File: config.mk
export PLATFORM = sky130hd
export DESIGN_NAME = instruction_cycle_ctrl
export DESIGN_NICKNAME = d
export VERILOG_FILES = /design/src/rtl/instruction_cycle_pkg.sv /design/src/rtl/instruction_cycle_ctrl.sv
export SDC_FILE = /design/constraint.sdc
export NUM_CORES = 1
export LEC_CHECK = 0
export ABC_AREA = 1
export CORE_MARGIN = 2
export CORE_UTILIZATION = 29
export CTS_BUF_LIST = sky130_fd_sc_hd__clkbuf_16
export DETAILED_ROUTE_END_ITERATION = 8
export GPL_ROUTABILITY_DRIVEN = 0
export GPL_TIMING_DRIVEN = 0
export SLEW_MARGIN = 10
export SYNTH_ARGS = -nofsm -noshare
export SYNTH_HDL_FRONTEND = slang
export SYNTH_SLANG_ARGS = --single-unit
File: constraint.sdc
create_clock -name Clock -period 4.5 [get_ports Clock]
set_input_delay 0.9 -clock Clock [delete_from_list [all_inputs] [get_ports Clock]]
set_output_delay 0.9 -clock Clock [all_outputs]
set_load 0.03 [all_outputs]
File: src/rtl/instruction_cycle_pkg.sv
// Shared definitions for the instruction-cycle controller: opcodes, state codes
// and accumulator source selects.
package instruction_cycle_pkg;

    localparam logic [2:0] OP_LOAD  = 3'b000;
    localparam logic [2:0] OP_STORE = 3'b001;
    localparam logic [2:0] OP_ADD   = 3'b010;
    localparam logic [2:0] OP_SUB   = 3'b011;
    localparam logic [2:0] OP_IN    = 3'b100;
    localparam logic [2:0] OP_JZ    = 3'b101;
    localparam logic [2:0] OP_JPOS  = 3'b110;
    localparam logic [2:0] OP_HALT  = 3'b111;

    localparam logic [1:0] ASEL_ADDSUB = 2'b00;
    localparam logic [1:0] ASEL_INPUT  = 2'b01;
    localparam logic [1:0] ASEL_RAM    = 2'b10;

    typedef enum logic [3:0] {
        S_START  = 4'd0,
        S_FETCH  = 4'd1,
        S_DECODE = 4'd2,
        S_LOAD   = 4'd3,
        S_STORE  = 4'd4,
        S_ADD    = 4'd5,
        S_SUB    = 4'd6,
        S_INPUT  = 4'd7,
        S_JZ     = 4'd8,
        S_JPOS   = 4'd9,
        S_HALT   = 4'd10
    } state_e;

    function automatic state_e decode_op(input logic [2:0] op);
        state_e s;
        case (op)
            OP_LOAD:  s = S_LOAD;
            OP_STORE: s = S_STORE;
            OP_ADD:   s = S_ADD;
            OP_SUB:   s = S_SUB;
            OP_IN:    s = S_INPUT;
            OP_JZ:    s = S_JZ;
            OP_JPOS:  s = S_JPOS;
            default:  s = S_HALT;
        endcase
        return s;
    endfunction

endpackage

File: src/rtl/instruction_cycle_ctrl.sv
// Fetch/decode/execute sequencer for the PC/IR/RAM/accumulator datapath,
// with a retired-instruction counter and a debug view of the state.
module instruction_cycle_ctrl
    import instruction_cycle_pkg::*;
#(
    parameter int OPW  = 3,
    parameter int CNTW = 16
) (
    input  logic            Clock,
    input  logic            Reset,
    input  logic [OPW-1:0]  IR,
    input  logic            Aeq0,
    input  logic            Apos,
    input  logic            Enter,
    output logic            IRload,
    output logic            JMPmux,
    output logic            PCload,
    output logic            Meminst,
    output logic            MemWr,
    output logic [1:0]      Asel,
    output logic            Aload,
    output logic            Sub,
    output logic            Halt,
    output logic [CNTW-1:0] InstrCount,
    output logic [3:0]      State
);

    state_e            state_q, state_d;
    logic [CNTW-1:0]   cnt_q, cnt_d;
    logic              retire;

    always_ff @(posedge Clock or negedge Reset) begin
        if (!Reset) begin
            state_q <= S_START;
            cnt_q   <= '0;
        end else begin
            state_q <= state_d;
            cnt_q   <= cnt_d;
        end
    end

    // Outputs depend only on the registered state plus Aeq0/Apos/Enter.
    always_comb begin
        state_d = S_START;
        retire  = 1'b0;
        IRload  = 1'b0;
        JMPmux  = 1'b0;
        PCload  = 1'b0;
        Meminst = 1'b0;
        MemWr   = 1'b0;
        Asel    = ASEL_ADDSUB;
        Aload   = 1'b0;
        Sub     = 1'b0;
        Halt    = 1'b0;
        case (state_q)
            S_START: state_d = S_FETCH;
            S_FETCH: begin
                Meminst = 1'b1;
                IRload  = 1'b1;
                PCload  = 1'b1;
                state_d = S_DECODE;
            end
            S_DECODE: state_d = decode_op(IR[2:0]);
            S_LOAD: begin
                Asel    = ASEL_RAM;
                Aload   = 1'b1;
                retire  = 1'b1;
                state_d = S_FETCH;
            end
            S_STORE: begin
                MemWr   = 1'b1;
                retire  = 1'b1;
                state_d = S_FETCH;
            end
            S_ADD, S_SUB: begin
                Asel    = ASEL_ADDSUB;
                Sub     = (state_q == S_SUB);
                Aload   = 1'b1;
                retire  = 1'b1;
                state_d = S_FETCH;
            end
            S_INPUT: begin
                Asel    = ASEL_INPUT;
                Aload   = Enter;
                retire  = Enter;
                state_d = Enter ? S_FETCH : S_INPUT;
            end
            S_JZ, S_JPOS: begin
                // Not-taken jumps still retire; PC simply keeps PC+1 from FETCH.
                JMPmux  = 1'b1;
                PCload  = (state_q == S_JZ) ? Aeq0 : Apos;
                retire  = 1'b1;
                state_d = S_FETCH;
            end
            S_HALT: begin
                Halt    = 1'b1;
                state_d = S_HALT;
            end
            default: state_d = S_START;
        endcase
        cnt_d = cnt_q + {{(CNTW-1){1'b0}}, retire};
    end

    assign InstrCount = cnt_q;
    assign State      = state_q;

endmodule

Word-level counts from Yosys, hierarchy flattened
Cells that the tools add are included.
- register bits: 20
- bits of input ports: 8
- output and inout bits: 30
- word-level logic and storage cells: 39
- add/subtract/negate cells: 1
- eq/ne operators: 16
- mux-type cells: 13
- reductions and logical operators: 7
- operator list (kind ; number):
    case mux 4 bit (7 select lines) ; 1
    case mux 4 bit (5 select lines) ; 1
    adder 16 x 1 -> 16 bit ; 1
    == test 4 x 3 -> 1 bit, second input constant ; 4
    == test 4 bit, second input constant ; 3
    == test 3 bit, second input constant ; 3
    == test 4 x 2 -> 1 bit, second input constant ; 2
    OR reduction 7 bit ; 1
    == test 3 x 2 -> 1 bit, second input constant ; 2
    two-way mux 1 bit ; 6
    case mux 1 bit (2 select lines) ; 3
    OR reduction 6 bit ; 1
    == test 4 x 1 -> 1 bit, second input constant ; 1
    logical NOT 4 bit ; 1
    case mux 2 bit (2 select lines) ; 1
    OR reduction 2 bit ; 2
    == test 3 x 1 -> 1 bit, second input constant ; 1
    logical NOT 3 bit ; 1
    two-way mux 3 bit ; 1
    OR reduction 3 bit ; 1

Logic depth before layout (Yosys ltp)
- depth after elaboration: 4
- depth in mapped cells: 14
- depth with buffers taken out: 14

Worst setup path before layout
Ideal clock, no wire load.
- kind: flip-flop to output port
- start point: register state_q[1] (netlist: State[1])
- end point: output port Aload
- arrival: 1.453 ns
- data required time: 3.600 ns
- slack: 2.147 ns
- cell stages (with the launch flop): 5
- buffers on the path: 0
- path through: dfrtp_1 > nand2_1 > nor2_2 > nand2_1 > nand4_1
- longest elaborated chain between the ends: 3
- elaborated cells between the ends (all ways): 6
- those cells by class: eq/ne: 4; mux: 1; reduce/logical: 1
- RTL lines (item ; RTL line ; RTL):
    start, declared ; instruction_cycle_ctrl.sv:28 ; state_e state_q, state_d;
    start signal, assigned ; instruction_cycle_ctrl.sv:37 ; state_q <= state_d;
    == test 4 x 3 -> 1 bit or == test 4 x 2 -> 1 bit (tied branches) ; instruction_cycle_ctrl.sv:55 ; case (state_q)
    OR reduction 3 bit (no line) ; -- ;
    case mux 1 bit (2 select lines) * ; instruction_cycle_ctrl.sv:55 ;
    end, declared ; instruction_cycle_ctrl.sv:21 ; output logic Aload,
Every way passes the cells marked *; elsewhere a longest branch is shown, timed or not.

Final worst setup path
- start point: input port Enter
- end point: output port Aload
- longest elaborated chain between the ends: 1
- RTL lines (item ; RTL line ; RTL):
    start, declared ; instruction_cycle_ctrl.sv:14 ; input logic Enter,
    case mux 1 bit (2 select lines) ; instruction_cycle_ctrl.sv:55 ;
No other way between the ends.

==> flow_results.org <==
** Run status
- Run status :: completed

** CTS
- Total number of H-tree levels :: 1
- CTS root buffer :: sky130_fd_sc_hd__clkbuf_16
- Max Root-Sink Buffers :: 2
- After clock tree synthesis, the setup repair step added 0 buffers.
- Clock-pin slew was measured on the worst setup and hold paths at roughly 50 ps.
- Num CTS Buffers :: 3
- For this design, the CTS-stage hold fixing added 0 buffers.
- For this design, the sink count on the clock tree is 20.
- Clock insertion delay at the later pin of the skew report :: 250 ps
- In this run, post-CTS repair resized a total of 0 instances.
- CTS tree :: yes

** Setup path
- The critical path is of the in2out type.
- The signal on the critical path passes through clkdlybuf4s50_1 > nand2_1 > nand4_1 > clkdlybuf4s50_1.
- The largest single stage delay on the critical path is 680 ps.
- Category of cells accounting for the largest share of critical-path delay :: buffers and inverters
- CP startpoint kind :: input port
- Cell with the largest stage delay on the worst path :: sky130_fd_sc_hd__clkdlybuf4s50_1
- Reg2reg path depth :: 13
- At the worst endpoint, the required time is 3600 ps.
- Worst-path fanout max :: 2
- Sum of buffers and inverters on the critical path :: 2
- CP Depth :: 4
- The worst setup path is captured at an output pin.
- Among the stages of the critical path, the cell type that occurs most often is sky130_fd_sc_hd__clkdlybuf4s50_1.
- Crit path DAT :: 2220 ps
- Setup slack on the worst reg-to-reg path comes out at 2450 ps.

** Timing
- For the finished layout, the period the worst path requires is 3120 ps.
- Share of the cycle needed by the critical path after routing :: a little under 70%
- Normalized max-slew margin :: 37.7%
- In the final timing run, aggregate negative setup slack is 0 ps.
- Final hold violation count :: 0
- Unrepaired setup endpoints after global routing :: false
- Number of endpoints failing setup at the final stage :: 0
- For this run, the top clock speed supported by timing is 320 MHz.
- The max-slew violation total from the final report is 0.
- For the pin with the worst max-slew slack, the measured transition is 932 ps.
- Hold slack final :: between 500 and 600 ps
- The clock arrives with 1.36 ps of skew.

** Global route
- The first global-routing pass estimated between 4 and 5 mm of wire.
- Global routing finished with a remaining overflow of 0.
- Antenna violations before repair :: 0
- The via count of the first global-routing pass came to 996.
- In the global route stage, overall resource usage came out at 12.8%.
- Largest net degree at the start of global routing :: 21

** Drt
- DRC violation count after routing :: 0
- Post-detailed-route count of antenna-violating nets :: 0
- Wirelength per Cell :: 10.1 um
- Violation count after the first detailed-route iteration :: 42
- The routed design has 2.44 mm of wire.
- Number of vias in the routed layout :: 1069
- Using the TritonRoute via totals, the vias-per-cell ratio works out to 4.40.
- Drt pass-1 iters :: 4

** Yosys
- Area fraction of the dominant cell type after synthesis :: 43.7%
- For this run, the number of Yosys warnings is 0.
- In the synthesized netlist the dominant register cell turns out to be sky130_fd_sc_hd__dfrtp_1.
- The synthesized design spends more area on one cell type than any other, namely sky130_fd_sc_hd__dfrtp_1.
- Avg Synthesized Cell Area :: 7.39 um2
- For this run, the register share of the synthesized area comes to 43.7%.
- Synth area leaders :: sky130_fd_sc_hd__dfrtp_1 (44%), sky130_fd_sc_hd__nand2_1 (16%), sky130_fd_sc_hd__inv_1 (7.5%)
- Synthesis produced a netlist whose cell count is 155.
- Post-Synthesis Cell Area :: ~0.0011 mm2
- In this run, synthesis produced a sequential element count of 20.
- The synthesized design contains 0 enable-type register cells.
- In the synthesized netlist the async set-or-reset flop fraction comes to 100%.
- Most used standard cell by instance count after synthesis :: sky130_fd_sc_hd__nand2_1
- In this run, distinct cell masters in the synthesized netlist total 20.
- Leading cell types by count after synthesis :: sky130_fd_sc_hd__nand2_1 (50), sky130_fd_sc_hd__inv_1 (23), sky130_fd_sc_hd__dfrtp_1 (20), sky130_fd_sc_hd__nor2_1 (19)
- Synthesis produced a netlist with a net count of approximately 170.

** Power and ir drop
- Combinational logic burns 50.7% of the power.
- Static Leak :: 0.800 nW
- Per report_power, the sequential group accounts for 29.8% of the total.
- Clock group share of total power :: 19.5%
- Cell internal power was estimated by the tool at approximately 0.52 mW.
- Of the total power, the share spent switching nets is 42.4%.
- Across the VDD grid, the largest voltage drop is 0.000291 V.
- Ratio of total power to cell area :: 551 mW/mm2
- The analysis attributes to net switching a power of 0.386 mW.
- The design draws 0.910 mW.

** Final layout
- The net count of the finished layout is between 200 and 250.
- Cells with a size suffix above 1 make up slightly below 8% of the layout.
- 0 antenna diodes ended up in the layout.
- From synthesis to final layout, the design area changed by 44.1%.
- Utilization after layout :: roughly 44%
- The finished cells cover ~0.0017 mm2.

** Placement
- In this run the cell area measured after placement is 0.00158 mm2.
- Final HPWL DP :: 1.97 mm
- Buffers on Ports :: 37

** Worst hold path
- Worst min-delay path category :: reg2reg
- Along the worst hold path, the cell count comes to 1.

** Die
- Once the floorplan was initialized, standard cells occupied 30.6% of the core.
- The die covers 0.00447 mm2.
- Floorplan Core Area :: between 0.003 and 0.004 mm2
- Row generation in the floorplan step produced 22 rows.
- Number of top-level pins :: 38
- The die is 66.9 um wide.
- Vertical extent of the die :: 66.9 um

** Flow run
- Max-cap violations :: 0
## through the flow
stage          setup WS (ps)  std cells
4_1_cts                 1370        243
3_5_place_dp            1370        240
6_report                1380        243
2_1_floorplan           2150        155
3_3_place_gp            1370        240
5_1_grt                 1290        243
## cell type report
cell class,instances,area [um2]
fill,398,2090
timing repair buffer,37,370
sequential,20,500
inverter,23,86.3
buffer,1,7.51
multi-input combinational,111,552
clock buffer,3,75.1
tap,48,60.1
## state kept, by name, indices dropped and copies added (netlist names)
signal      count
InstrCount     16
State           4
## power groups by stage
stage / logic (mW) / clock network, mW / registers [mW]
detailed placement: 0.468 / 0 / 0.275
CTS: 0.469 / 0.185 / 0.273
floorplan: 0.212 / 0 / 0.343
global placement: 0.464 / 0 / 0.275
finish: 0.461 / 0.178 / 0.271
global route: 0.503 / 0.194 / 0.280
## worst paths after layout
path / startpoint / end
setup reg to reg: State[1] / InstrCount[14]
min in group asynchronous: Reset / InstrCount[6]
setup / recovery: Enter / Aload
hold / removal: InstrCount[0] / InstrCount[0]
max in group asynchronous: Reset / InstrCount[7]
hold reg to reg: InstrCount[0] / InstrCount[0]
## per-layer routing
metal  up-vias  global-route usage [%]  share of wire [%]
met2        27                    21.0                 48
met5         -                       0                  0
met3         2                    4.73                6.1
met4         0                    3.06               0.37
met1       481                    15.9                 45
li1        559                       -                  -
## worst register-to-register path: cells and delay by family (launching register included)
kind,cells,cell delay [ps]
simple gates,10,1040
flops,1,440
fa+ha+maj,2,410
buf+inv,1,80
## cells by family after synthesis
family          synth area share [%]
simple gates                    37.3
buf+inv                         8.19
flops                           43.7
compound gates                  3.27
xor+xnor                        5.35
fa+ha+maj                       2.18
## placed cells by master, fill, tap and decap left out, drive strengths merged
cell type	Yosys	layout
nand2	53	53
clkdlybuf4s50	0	37
nor2	26	26
inv	23	23
dfrtp	20	20
nand3	7	7
o21ai	6	6
nand4	5	5
xnor2	4	4
xor2	3	3
clkbuf	0	3
nand3b	2	2
nor3	2	2
ha	2	2
o31ai	1	1
buf	1	1
Note: power is estimated with default switching activity, not from simulation.
